==> config.mk <==
export PLATFORM = sky130hd
export DESIGN_NAME = priority_encoder
export DESIGN_NICKNAME = d
export VERILOG_FILES = /design/src/rtl/priority_encoder.sv
export SDC_FILE = /design/constraint.sdc
export NUM_CORES = 1
export LEC_CHECK = 0
export ABC_AREA = 1
export CAP_MARGIN = 5
export CORE_AREA = 2 2 39 41
export CTS_BUF_LIST = sky130_fd_sc_hd__clkbuf_2
export CTS_CLUSTER_SIZE = 25
export DETAILED_ROUTE_END_ITERATION = 12
export DIE_AREA = 0 0 41 43
export GPL_TIMING_DRIVEN = 0
export PLACE_DENSITY = 0.55
export SYNTH_ARGS = -nofsm -noshare
export SYNTH_HDL_FRONTEND = slang
export SYNTH_SLANG_ARGS = --single-unit
==> constraint.sdc <==
create_clock -name clk -period 1.1 [get_ports clk]
set_input_delay 0.22 -clock clk [delete_from_list [all_inputs] [get_ports clk]]
set_output_delay 0.22 -clock clk [all_outputs]
set_load 0.02 [all_outputs]
==> src/rtl/priority_encoder.sv <==
// Registered priority encoder: the highest-priority set bit of a becomes
// index y, one-hot mask onehot and flag valid, one clock after capture.
module priority_encoder #(
  parameter int unsigned WIDTH     = 4,
  parameter int unsigned IDX_W     = $clog2(WIDTH),
  parameter bit          MSB_FIRST = 1'b1
) (
  input  logic             clk,
  input  logic             rst_n,
  input  logic             en,
  input  logic [WIDTH-1:0] a,
  output logic [IDX_W-1:0] y,
  output logic             valid,
  output logic [WIDTH-1:0] onehot
);

  // Enough doubling steps for a prefix-OR to span the whole vector.
  localparam int unsigned NSTAGE = (WIDTH > 1) ? $clog2(WIDTH) : 1;

  logic [NSTAGE:0][WIDTH-1:0] w_pre;
  logic [WIDTH-1:0]           w_prefix;
  logic [WIDTH-1:0]           w_onehot;
  logic [IDX_W-1:0]           w_idx;
  logic                       w_valid;

  assign w_pre[0] = a;

  // Log-depth prefix-OR toward the low-priority end, so each bit learns
  // whether any request at or above its own priority is asserted.
  for (genvar k = 0; k < NSTAGE; k++) begin : g_prefix
    localparam int unsigned SH = 1 << k;
    if (MSB_FIRST) begin : g_down
      assign w_pre[k+1] = w_pre[k] | (w_pre[k] >> SH);
    end else begin : g_up
      assign w_pre[k+1] = w_pre[k] | (w_pre[k] << SH);
    end
  end

  assign w_prefix = w_pre[NSTAGE];

  // A bit wins when it is set and no strictly higher-priority bit is set.
  if (MSB_FIRST) begin : g_win_msb
    assign w_onehot = a & ~(w_prefix >> 1);
  end else begin : g_win_lsb
    assign w_onehot = a & ~(w_prefix << 1);
  end

  assign w_valid = |a;

  // Encode the one-hot winner into a binary index with a pure OR tree.
  always_comb begin
    w_idx = '0;
    for (int i = 0; i < WIDTH; i++) begin
      if (w_onehot[i]) begin
        w_idx = w_idx | IDX_W'(i);
      end
    end
  end

  // Output registers: synchronous reset wins over enable; en=0 holds.
  always_ff @(posedge clk) begin
    if (!rst_n) begin
      y      <= '0;
      valid  <= 1'b0;
      onehot <= '0;
    end else if (en) begin
      y      <= w_idx;
      valid  <= w_valid;
      onehot <= w_onehot;
    end
  end

endmodule

==> flow_metrics.env, run 1 <==
export IMPL_synth_avg_cell_area_um2=7.70
export IMPL_syn_area_um2=300
export IMPL_crit_required_ns=0.88
export IMPL_power_density_nw_per_um2=1340
export IMPL_clock_sinks=7
export IMPL_cap_violations=0
export IMPL_nets=63
export IMPL_ctsRootBufferMaster="clkbuf_2"
export IMPL_drive_gt1_share_pct=32.7
export IMPL_worst_ir_drop_vdd_mv=0.448
export IMPL_synth_commonest_cells="9 x nand2_1, 7 x dfxtp_1, 5 x a21oi_1, 5 x inv_1, 3 x nor2_1"
export IMPL_yosysMostFrequentCell="nand2_1"
export IMPL_rows=14
export IMPL_path_cells="clkdlybuf4s15_2"
export IMPL_hold_buffers=0
export IMPL_grt_pass1_vias=269
export IMPL_outcome="completed"
export IMPL_cellLeakagePower_nw=0.212
export IMPL_crit_slowest_cell="dfxtp_1"
export IMPL_drt_pass1_iterations=4
export IMPL_ys_async_sr_fraction_pct=0
export IMPL_yosys_most_used_dff="dfxtp_1"
export IMPL_dieArea_um2=1760
export IMPL_grt_pass1_wl_um=1050
export IMPL_critPathTopFamily="flip-flops"
export IMPL_rsz0062_at_grt="false"
export IMPL_finalMaxSlewViolations=0
export IMPL_finalWorstSetupSlack_ns=0.0547
export IMPL_worst_ep_arrival_time_ns=0.83
export IMPL_hold_violations=0
export IMPL_postRouteAntennaNets=0
export IMPL_fin_skew_ns=0
export IMPL_ios=14
export IMPL_synth_nets=46
export IMPL_syn_to_final_growth_pct=43.8
export IMPL_routedWlPerCell_um=8.18
export IMPL_synth_edf_count=0
export IMPL_drt_total_wl_um=581
export IMPL_synth_top_area_share_pct=46.7
export IMPL_gp_congestion=0.700
export IMPL_synth_top_area_cell="dfxtp_1"
export IMPL_post_route_period_util_pct=95.0
export IMPL_drcViolationCount=0
export IMPL_cts_buffer_depth=2
export IMPL_seqCellArea_um2=140
export IMPL_critPathMaxStageDelay_ns=0.33
export IMPL_core_um2=1380
export IMPL_fmax_mhz=957
export IMPL_synth_yosys_seq_area_share_pct=46.7
export IMPL_holdCritPathClass="input pin to register"
export IMPL_start_util_pct=21.7
export IMPL_max_slew_margin_pct=89.9
export IMPL_multi_input_area_um2=124
export IMPL_vias=281
export IMPL_htree_levels=1
export IMPL_dpl_worst_slack_ns=-0.0940
export IMPL_grtUsageTotal_pct=9.35
export IMPL_gr_total_overflow=0
export IMPL_tightest_slew_ns=0.149
export IMPL_die_h_um=43
export IMPL_ys_seq_elements=7
export IMPL_crit_fanout=2
export IMPL_antenna_found_initial=0
export IMPL_hpwl_um=435
export IMPL_start_kind="register"
export IMPL_dp_cells=67
export IMPL_syn_inst=39
export IMPL_drt_iter0_markers=4
export IMPL_cts_clk_slew_worst_paths_ns=0.08
export IMPL_synthTopCellsByArea="dfxtp_1 47%, nand2_1 11%, a21oi_1 8.3%, inv_1 6.3%, a21oi_2 5.8%"
export IMPL_synth_cell_types=13
export IMPL_nFillCells=153
export IMPL_stdcell_count=71
export IMPL_cp_num_buf_inv=1
export IMPL_worstSetupPathType="register to primary output"
export IMPL_io_buffers=12
export IMPL_grt_max_degree=11
export IMPL_die_w_um=41
export IMPL_end_kind="primary output"
export IMPL_antenna_cells=0
export IMPL_clk_insertion_delay_late_ns=0.24
export IMPL_ys_warn_count=0
export IMPL_numCtsBuffers=3
export IMPL_hold_ws_ns=0.197
export IMPL_fin_crit_ns=1.05
export IMPL_cts_tree="built"
export IMPL_final_setup_viol_count=0
export IMPL_via_per_inst=3.96
metrics by stage:
stage	utilization (%)	total power, mW	instance area (um2)	setup TNS [ns]
6_report	31.2	0.578	432	0
5_1_grt	31.2	0.625	432	0
2_1_floorplan	-	0.342	300	0
4_1_cts	33.9	0.604	469	0
3_5_place_dp	31.8	0.399	440	-0.504
3_3_place_gp	31.8	0.399	440	-0.512
path summary, 6_finish.rpt:
path | from | endpoint | slack (ns) | depth (start not counted)
max | valid | valid | 0.05 | 1
min | en | onehot[0] | 0.20 | 2
max reg2reg | y[0] | y[0] | 0.43 | 3
min reg2reg | onehot[3] | onehot[3] | 0.46 | 2
final cells by class:
cell class,instances,area share [%]
flip-flops and latches,7,32.5
multi-input cells,25,28.7
repair buffers,12,21.2
inverters,6,5.80
clock buffers,4,4.64
well taps,16,4.64
plain buffers,1,2.61
where the power goes:
part	leakage (nW)	switching [mW]	internal (mW)
registers	0.0578	0.00575	0.268
clock network	0.0166	0.102	0.0967
logic	0.137	0.0564	0.0488
timing repair:
| action | CTS | global route |
|---|---|---|
| buffers inserted | 0 | 0 |
| setup endpoints to repair | 7 | 6 |
| pin swaps | 0 | 0 |
| resized for setup | 21 | 6 |
state kept, by name, indices dropped and copies added, names as in the netlist:
register / cells
onehot: 4
y: 2
valid: 1
placed cells by master, fill, tap and decap left out, types with 2 or more instances in the layout:
| cell | count |
|---|---|
| a21oi_1 | 5 |
| a21oi_2 | 2 |
| dfxtp_1 | 7 |
| clkdlybuf4s50_1 | 5 |
| nor2_1 | 3 |
| clkbuf_2 | 4 |
| o21ai_0 | 2 |
| buf_2 | 6 |
| inv_1 | 5 |
| nand2_1 | 9 |
metal layers:
metal | routed length [um] | share of wire [%] | vias to the layer above | global-route usage, %
met4 | 25 | 4.3 | 0 | 10.0
met1 | 251 | 43 | 116 | 12.3
met2 | 253 | 44 | 10 | 10.6
met3 | 51 | 8.8 | 2 | 3.14
li1 | - | - | 153 | -
met5 | 0 | 0 | - | 0
logic make-up after synthesis:
group	share of synthesized area, %
buffers and inverters	12.1
flip-flops	46.7
AND/OR/NAND/NOR	23.8
AO/OA/AOI/OAI	17.5
(Power assumes the default switching activity.)
==> run 2, diff against run 1 <==
--- a/config.mk
+++ b/config.mk
@@ -14,6 +14,7 @@
 export DIE_AREA = 0 0 41 43
 export GPL_TIMING_DRIVEN = 0
 export PLACE_DENSITY = 0.55
+export SLEW_MARGIN = 20
 export SYNTH_ARGS = -nofsm -noshare
 export SYNTH_HDL_FRONTEND = slang
 export SYNTH_SLANG_ARGS = --single-unit
==> results of run 2 <==
The final DEF is identical to that of run 1; final timing and power are the same.
==> run 3, diff against run 2 <==
--- a/config.mk
+++ b/config.mk
@@ -9,11 +9,11 @@
 export CAP_MARGIN = 5
 export CORE_AREA = 2 2 39 41
 export CTS_BUF_LIST = sky130_fd_sc_hd__clkbuf_2
+export CTS_CLUSTER_DIAMETER = 40
 export CTS_CLUSTER_SIZE = 25
 export DETAILED_ROUTE_END_ITERATION = 12
 export DIE_AREA = 0 0 41 43
 export GPL_TIMING_DRIVEN = 0
-export PLACE_DENSITY = 0.55
 export SLEW_MARGIN = 20
 export SYNTH_ARGS = -nofsm -noshare
 export SYNTH_HDL_FRONTEND = slang
==> flow_metrics.env, run 3 (synthesis gave the netlist of run 1 again) <==
export IMPL_outcome="completed"
export IMPL_path_cells="clkdlybuf4s15_2"
export IMPL_cts_setup_buffers=0
export IMPL_rows=14
export IMPL_numCtsBuffers=3
export IMPL_antenna_found_initial=0
export IMPL_final_setup_viol_count=0
export IMPL_worst_ep_arrival_time_ns=0.84
export IMPL_crit_end="y[0]"
export IMPL_finalPower_uw=576
export IMPL_drive_gt1_share_pct=32.7
export IMPL_end_kind="primary output"
export IMPL_core_um2=1380
export IMPL_worst_ir_drop_vdd_mv=0.493
export IMPL_clock_sinks=7
export IMPL_die_h_um=43
export IMPL_reg2regPathDepth=3
export IMPL_antenna_cells=0
export IMPL_cts_clk_slew_worst_paths_ns=0.07
export IMPL_final_common_cell="nand2_1"
export IMPL_crit_required_ns=0.88
export IMPL_ctsRootBufferMaster="clkbuf_2"
export IMPL_die_w_um=41
export IMPL_regMostFlops="onehot"
export IMPL_hold_buffers=0
export IMPL_drt_pass1_iterations=2
export IMPL_grt_pass1_wl_um=1030
export IMPL_largest_reg_flops=4
export IMPL_max_slew_margin_pct=89.8
export IMPL_routedWlPerCell_um=8.85
export IMPL_top_regs="onehot x4, y x2, valid x1"
export IMPL_start_kind="register"
export IMPL_postRouteAntennaNets=0
export IMPL_worstSetupPathType="register to primary output"
export IMPL_rsz0062_at_grt="false"
export IMPL_cp_num_buf_inv=1
export IMPL_final_cell_mix="9 x nand2_1, 7 x dfxtp_1, 6 x clkbuf_2"
export IMPL_fmax_mhz=943
export IMPL_ios=14
export IMPL_finalMaxSlewViolations=0
export IMPL_dp_cells=67
export IMPL_post_route_period_util_pct=96.4
export IMPL_drt_iter0_markers=4
export IMPL_grt_use_met3_pct=3.14
export IMPL_nets=63
export IMPL_drcViolationCount=0
export IMPL_clk_insertion_delay_late_ns=0.23
export IMPL_gp_congestion=0.692
export IMPL_met2_usage_pct=11.6
export IMPL_crit_fanout=2
export IMPL_r2r_end="y[0]"
export IMPL_crit_slowest_cell="dfxtp_1"
export IMPL_path_depth=1
export IMPL_startpoint="y[0]"
export IMPL_cts_buffer_depth=2
export IMPL_r2r_setup_slack_ns=0.42
export IMPL_critPathTopFamily="flip-flops"
export IMPL_fin_skew_ns=0
export IMPL_critPathMaxStageDelay_ns=0.34
export IMPL_start_util_pct=21.7
export IMPL_vias=282
export IMPL_cellLeakagePower_nw=0.207
export IMPL_r2r_start="y[0]"
export IMPL_grtUsageMet1_pct=11.1
export IMPL_cts_tree="built"
export IMPL_grt_pass1_vias=257
export IMPL_htree_levels=1
export IMPL_holdCritPathClass="input pin to register"
export IMPL_via_per_inst=3.97
export IMPL_io_buffers=12
export IMPL_tightest_slew_ns=0.153
export IMPL_gr_total_overflow=0
export IMPL_fin_crit_ns=1.06
export IMPL_grt_max_degree=11
export IMPL_hpwl_um=461
export IMPL_drt_total_wl_um=628
export IMPL_grtUsageTotal_pct=9.27
export IMPL_power_density_nw_per_um2=1300
export IMPL_stdcell_count=71
export IMPL_top_usage_layer="met2"
export IMPL_cap_violations=0
export IMPL_dieArea_um2=1760
export IMPL_hold_violations=0
export IMPL_syn_to_final_growth_pct=47.9
[run 3: changes by cell type in the layout (fill, tap and decap cells not counted)]
cell | previous run | this run
clkdlybuf4s15_2 | 1 | 3
buf_2 | 6 | 2
clkbuf_2 | 4 | 6
[run 3: worst min-delay path by stage]
stage | startpoint | end | slack, ns | cells past startpoint
3_3_place_gp | en | onehot[0] | 0.45 | 2
4_1_cts | en | onehot[0] | 0.19 | 2
2_1_floorplan | rst_n | onehot[0] | 0.36 | 2
5_1_grt | en | onehot[0] | 0.20 | 2
3_5_place_dp | onehot[3] | onehot[3] | 0.45 | 2
6_report | en | onehot[0] | 0.20 | 2
[run 3: per-stage QoR]
| step | hold slack, ns | TNS (ns) | utilization (%) | cell area, um2 | setup WS [ns] |
|---|---|---|---|---|---|
| 3_3_place_gp | 0.452 | -0.506 | 31.8 | 440 | -0.0947 |
| 5_1_grt | 0.201 | 0 | 32.1 | 444 | 0.00394 |
| 6_report | 0.203 | 0 | 32.1 | 444 | 0.0398 |
| 2_1_floorplan | 0.356 | 0 | - | 300 | 0.325 |
| 3_5_place_dp | 0.453 | -0.546 | 31.8 | 440 | -0.116 |
| 4_1_cts | 0.193 | 0 | 33.7 | 467 | 0.000836 |
[run 3: cell type report]
cell class	instances	area, um2
Clock buffer	4	20.0
Buffer	1	11.3
Fill cell	167	940
Tap cell	16	20.0
Inverter	6	25.0
Multi-Input combinational cell	25	124
Sequential cell	7	140
Timing Repair Buffer	12	104
[run 3: power by group]
group | total, mW | switching, mW | internal (mW)
Sequential | 0.274 | 0.00647 | 0.268
Combinational | 0.108 | 0.0577 | 0.0502
Clock | 0.194 | 0.0974 | 0.0967
Total | 0.576 | 0.162 | 0.415
[run 3: what timing repair did]
action / in CTS / in global routing
resized for setup: 19 / 4
pin swaps: 0 / 0
gates cloned: 0 / 0
endpoints found under the setup margin: 7 / 4
[run 3: layer usage]
| layer | share of wire (%) | vias up |
|---|---|---|
| li1 | - | 151 |
| met1 | 44 | 116 |
| met2 | 43 | 11 |
| met3 | 9.2 | 4 |
| met4 | 3.7 | 0 |
| met5 | 0 | - |
==> patch 1: new RTL, flow settings as in run 2 <==
Set the parameter `WIDTH` to 8 (it was 4).
--- a/src/rtl/priority_encoder.sv
+++ b/src/rtl/priority_encoder.sv
@@ -1,7 +1,7 @@
 // Registered priority encoder: the highest-priority set bit of a becomes
 // index y, one-hot mask onehot and flag valid, one clock after capture.
 module priority_encoder #(
-  parameter int unsigned WIDTH     = 4,
+  parameter int unsigned WIDTH     = 8,
   parameter int unsigned IDX_W     = $clog2(WIDTH),
   parameter bit          MSB_FIRST = 1'b1
 ) (
Interface: changed (resized a, onehot and y); port bits go from 14 to 23. No check against the original RTL was run, so the function may have changed too.
==> patch 1 against run 2 <==
- largest power group unchanged
- non-clock buffer count is 10 higher
- highest routed layer unchanged
- worst setup slack worse by 0.0052 ns
- clock skew is the same
- wire length rose by 100%
- cell area is 61% higher
- critical endpoint is now y[2]
- sequential cell count grew 5
- critical path type is now input pin to register
- area after synthesis up 66%
- power rose by 47%
==> patch 1: results <==
metrics = {
    "setup_path": {
        "reg2reg_from": "onehot[1]",
        "timing.rr.end": "onehot[1]",
        "reg2reg_slack_ns": 0.46,
        "arrival_ns": 1.22,
        "critical_path.top_delay_family": "buffers and inverters",
        "cpPeakStageDelay_ns": 0.46,
        "r2r_cells": 2,
        "crit_path_top_delay_cell": "clkdlybuf4s50_1",
        "cp_max_fo": 4,
    },
    "finish": {
        "largestRegisters": "onehot x8, y x3, valid x1",
        "layoutNonFillerInstCount": 106,
        "fillCellCount": 164,
        "drive_gt1_frac": 0.2444,
    },
    "routing": {
        "wl_met2_um": 545,
        "met1_length_um": 534,
        "drt-initial-drc-count": 5,
        "routedWlPerCell_um": 10.96,
        "vias": 502,
        "dr_wl_met3_um": 60,
    },
    "status": {
        "status": "completed",
    },
    "logic_synthesis": {
        "syn_area_per_cell_um2": 7.680,
        "syn_nets": 76,
        "synth_top_cells_by_count": "12 x dfxtp_1, 10 x a21oi_1, 9 x nand2_1",
        "yosysUniqueCellTypes": 17,
        "yosysSeqAreaShare": 0.4812,
        "synth_top_cells_by_area": "dfxtp_1 48%, a21oi_1 10%, o21ai_0 8.0%, nand2_1 6.8%, nand3_1 4.0%",
        "async_flop_share": 0,
    },
    "power_and_ir_drop": {
        "power_leakage_nw": 0.3090,
        "irDropWorstVdd_v": 0.0005339,
    },
    "global_route": {
        "grt_usage": 0.1453,
        "grt_max_degree": 11,
        "first_global_vias": 440,
        "grt_pass1_wl_um": 1752,
    },
    "clock_tree": {
        "path_clk_slew_ns": 0.12,
    },
    "worst_hold_path": {
        "min_path_cells": 3,
        "whs_endpoint": "y[1]",
        "min_from": "rst_n",
    },
    "placed_design": {
        "portBuffers": 21,
        "dp_hpwl_um": 873.3,
        "placed_cells": 102,
        "place_ws_ns": -0.3379,
    },
    "sta": {
        "worst_slew_pin_slew_ns": 0.3517,
    },
}
-- patch 1: power groups by stage --
stage / sequential (W) / clock [W] / combinational, W
final: 0.000467 / 0.000220 / 0.000165
after global routing: 0.000470 / 0.000250 / 0.000181
after CTS: 0.000468 / 0.000233 / 0.000171
after detailed placement: 0.000478 / 0 / 0.000184
after global placement: 0.000477 / 0 / 0.000186
after floorplan: 0.000506 / 0 / 0.0000570
-- patch 1: what timing repair did --
| item | 4_1_cts | 5_1_grt |
|---|---|---|
| gates resized for setup | 44 | 7 |
| setup endpoints to repair | 15 | 8 |
| setup buffers | 0 | 0 |
-- patch 1: metal layers --
metal / global-route usage / vias up
li1: - / 264
met4: 0.08000 / 0
met5: 0 / -
met3: 0.03141 / 4
met1: 0.1830 / 222
met2: 0.2188 / 12
-- patch 1: cell type report --
class | count | area, um2 | area share
plain buffers | 2 | 11.26 | 0.01616
clock buffers | 3 | 15.01 | 0.02154
clock inverters | 1 | 3.754 | 0.005386
inverters | 6 | 22.52 | 0.03232
multi-input cells | 45 | 235.2 | 0.3375
flip-flops and latches | 12 | 240.2 | 0.3447
well taps | 16 | 20.02 | 0.02873
repair buffers | 21 | 148.9 | 0.2136
-- patch 1: cells by family after synthesis --
family / synth area share
compound gates: 0.1955
flops: 0.4812
buf+inv: 0.06766
simple gates: 0.2557
-- patch 1: worst max path at each step --
stage | endpoint | slack [ns]
after floorplan | onehot[0] | 0.32
after global placement | y[2] | -0.35
after detailed placement | y[2] | -0.34
after CTS | y[1] | 0.001
after global routing | y[2] | -0.009
final | y[2] | 0.05
-- patch 1: tightest hold or removal path: cells and delay by family --
family	cells	cell delay, ns
compound gates	2	0.17
buf+inv	1	0.18
-- patch 1: through the flow --
step | util | hold slack, ns
floorplan | - | 0.3608
global placement | 0.5271 | 0.4517
detailed placement | 0.5271 | 0.4552
CTS | 0.5190 | 0.3356
global route | 0.5036 | 0.3614
finish | 0.5036 | 0.3405
==> patch 2: new RTL, flow settings as in run 2 <==
Made on the original files. Put one more register stage on the output `y`. The value now appears one clock later. The other outputs are not delayed to match.
--- a/src/rtl/priority_encoder.sv
+++ b/src/rtl/priority_encoder.sv
@@ -16,6 +16,8 @@
 
   // Enough doubling steps for a prefix-OR to span the whole vector.
   localparam int unsigned NSTAGE = (WIDTH > 1) ? $clog2(WIDTH) : 1;
+
+  logic [IDX_W-1:0] y_s0;
 
   logic [NSTAGE:0][WIDTH-1:0] w_pre;
   logic [WIDTH-1:0]           w_prefix;
@@ -60,15 +62,23 @@
   // Output registers: synchronous reset wins over enable; en=0 holds.
   always_ff @(posedge clk) begin
     if (!rst_n) begin
-      y      <= '0;
+      y_s0   <= '0;
       valid  <= 1'b0;
       onehot <= '0;
     end else if (en) begin
-      y      <= w_idx;
+      y_s0   <= w_idx;
       valid  <= w_valid;
       onehot <= w_onehot;
     end
   end
 
+  always_ff @(posedge clk) begin
+    if (!rst_n) begin
+      y <= '0;
+    end else begin
+      y <= y_s0;
+    end
+  end
+
 endmodule
 
Behaviour: not the same (Yosys sat finds a counterexample within 4 cycles, from zero or initial values and one cycle with rst_n low).
==> patch 2 against run 2 <==
- worst setup slack got worse by 0.0046 ns
- area after synthesis increased by 21%
- cell count increased by 8.5%
- via count increased by 20%
- cell area increased by 14%
- critical path depth unchanged
- sequential power increased by 28%
- sequential cell count increased by 2
- hold slack improved by 0.0044 ns
- utilization increased by 4.5 points
- non-clock buffer count unchanged
- clock skew about the same
- power increased by 16%
- wire length increased by 16%
- highest routed layer unchanged
==> patch 2: results <==
metrics = {
    "status": {
        "status": "completed",
    },
    "setup_path": {
        "critical_path.top_delay_family": "flip-flops",
        "r2r_cells": 4,
        "timing.rr.end": "valid",
        "reg2reg_from": "valid",
        "arrival_ns": 0.83,
        "crit_path_top_delay_cell": "dfxtp_1",
    },
    "power_and_ir_drop": {
        "irDropWorstVdd_v": 0.0005083,
        "switching_share": 0.2740,
        "power_leakage_nw": 0.2435,
        "power_density_mw_per_mm2": 1360,
        "pwr-share-comb": 0.158,
        "power_frac_clock": 0.320,
    },
    "sta": {
        "finalCritPeriodShare": 0.9545,
        "fin_hold_ws_ns": 0.2014,
        "skew_ns": 0.00003583,
        "worst_slew_pin_slew_ns": 0.2286,
    },
    "logic_synthesis": {
        "synth_top_cells_by_area": "dfxtp_1 50%, nand2_1 9.3%, inv_1 6.2%, a21oi_1 5.5%, nand2_2 5.2%",
        "syn_nets": 52,
        "yosysSeqAreaShare": 0.4966,
        "synth_top_cells_by_count": "9 x dfxtp_1, 9 x nand2_1, 6 x inv_1",
        "yosysUniqueCellTypes": 16,
        "syn_area_per_cell_um2": 8.063,
        "async_flop_share": 0,
    },
    "placed_design": {
        "dp_hpwl_um": 494.3,
        "place_area_um2": 503.0,
        "place_ws_ns": -0.1156,
        "gp_congestion": 0.6912,
        "placed_cells": 73,
    },
    "finish": {
        "nets": 69,
        "drive_gt1_frac": 0.2951,
        "num_antenna_cells": 0,
        "fillCellCount": 167,
        "largestRegisters": "onehot x4, y x2, y_s0 x2",
    },
    "clock_tree": {
        "path_clk_slew_ns": 0.09,
        "cts_buffers": 3,
    },
    "global_route": {
        "first_global_vias": 281,
        "grt_usage": 0.08972,
        "antenna_found_initial": 0,
        "grt_pass1_wl_um": 1069,
    },
    "routing": {
        "dr.pass1.iters": 3,
        "wirelength_um": 674,
        "postRouteAntennaNets": 0,
        "drt-initial-drc-count": 6,
        "vias_per_cell": 4.364,
        "routedWlPerCell_um": 8.753,
    },
    "worst_hold_path": {
        "min_path_cells": 2,
    },
}
[patch 2: routing by layer]
layer | GRT usage | up-vias | routed length (um)
li1 | - | 168 | -
met1 | 0.1270 | 149 | 319
met2 | 0.1094 | 14 | 265
met3 | 0.01571 | 5 | 65
met4 | 0.08000 | 0 | 23
met5 | 0 | - | 0
[patch 2: layout make-up]
class	count	area, um2	area share
Buffer	1	11.26	0.02278
Inverter	8	35.03	0.07089
Clock buffer	4	20.02	0.04051
Multi-Input combinational cell	27	136.4	0.2759
Timing Repair Buffer	12	91.34	0.1848
Sequential cell	9	180.2	0.3646
Tap cell	16	20.02	0.04051
[patch 2: logic make-up (layout without fill, tap and decap cells)]
group	count (synthesis)	count (layout)	share of synthesized area
and+or+nand+nor	19	19	0.2483
buffers and inverters	9	25	0.1276
AOI/OAI and AO/OA	8	8	0.1276
DFF	9	9	0.4965
[patch 2: repair_timing]
item / in CTS / in global routing
setup endpoints to repair: 7 / 6
pin swaps: 0 / 0
gates resized for setup: 19 / 6
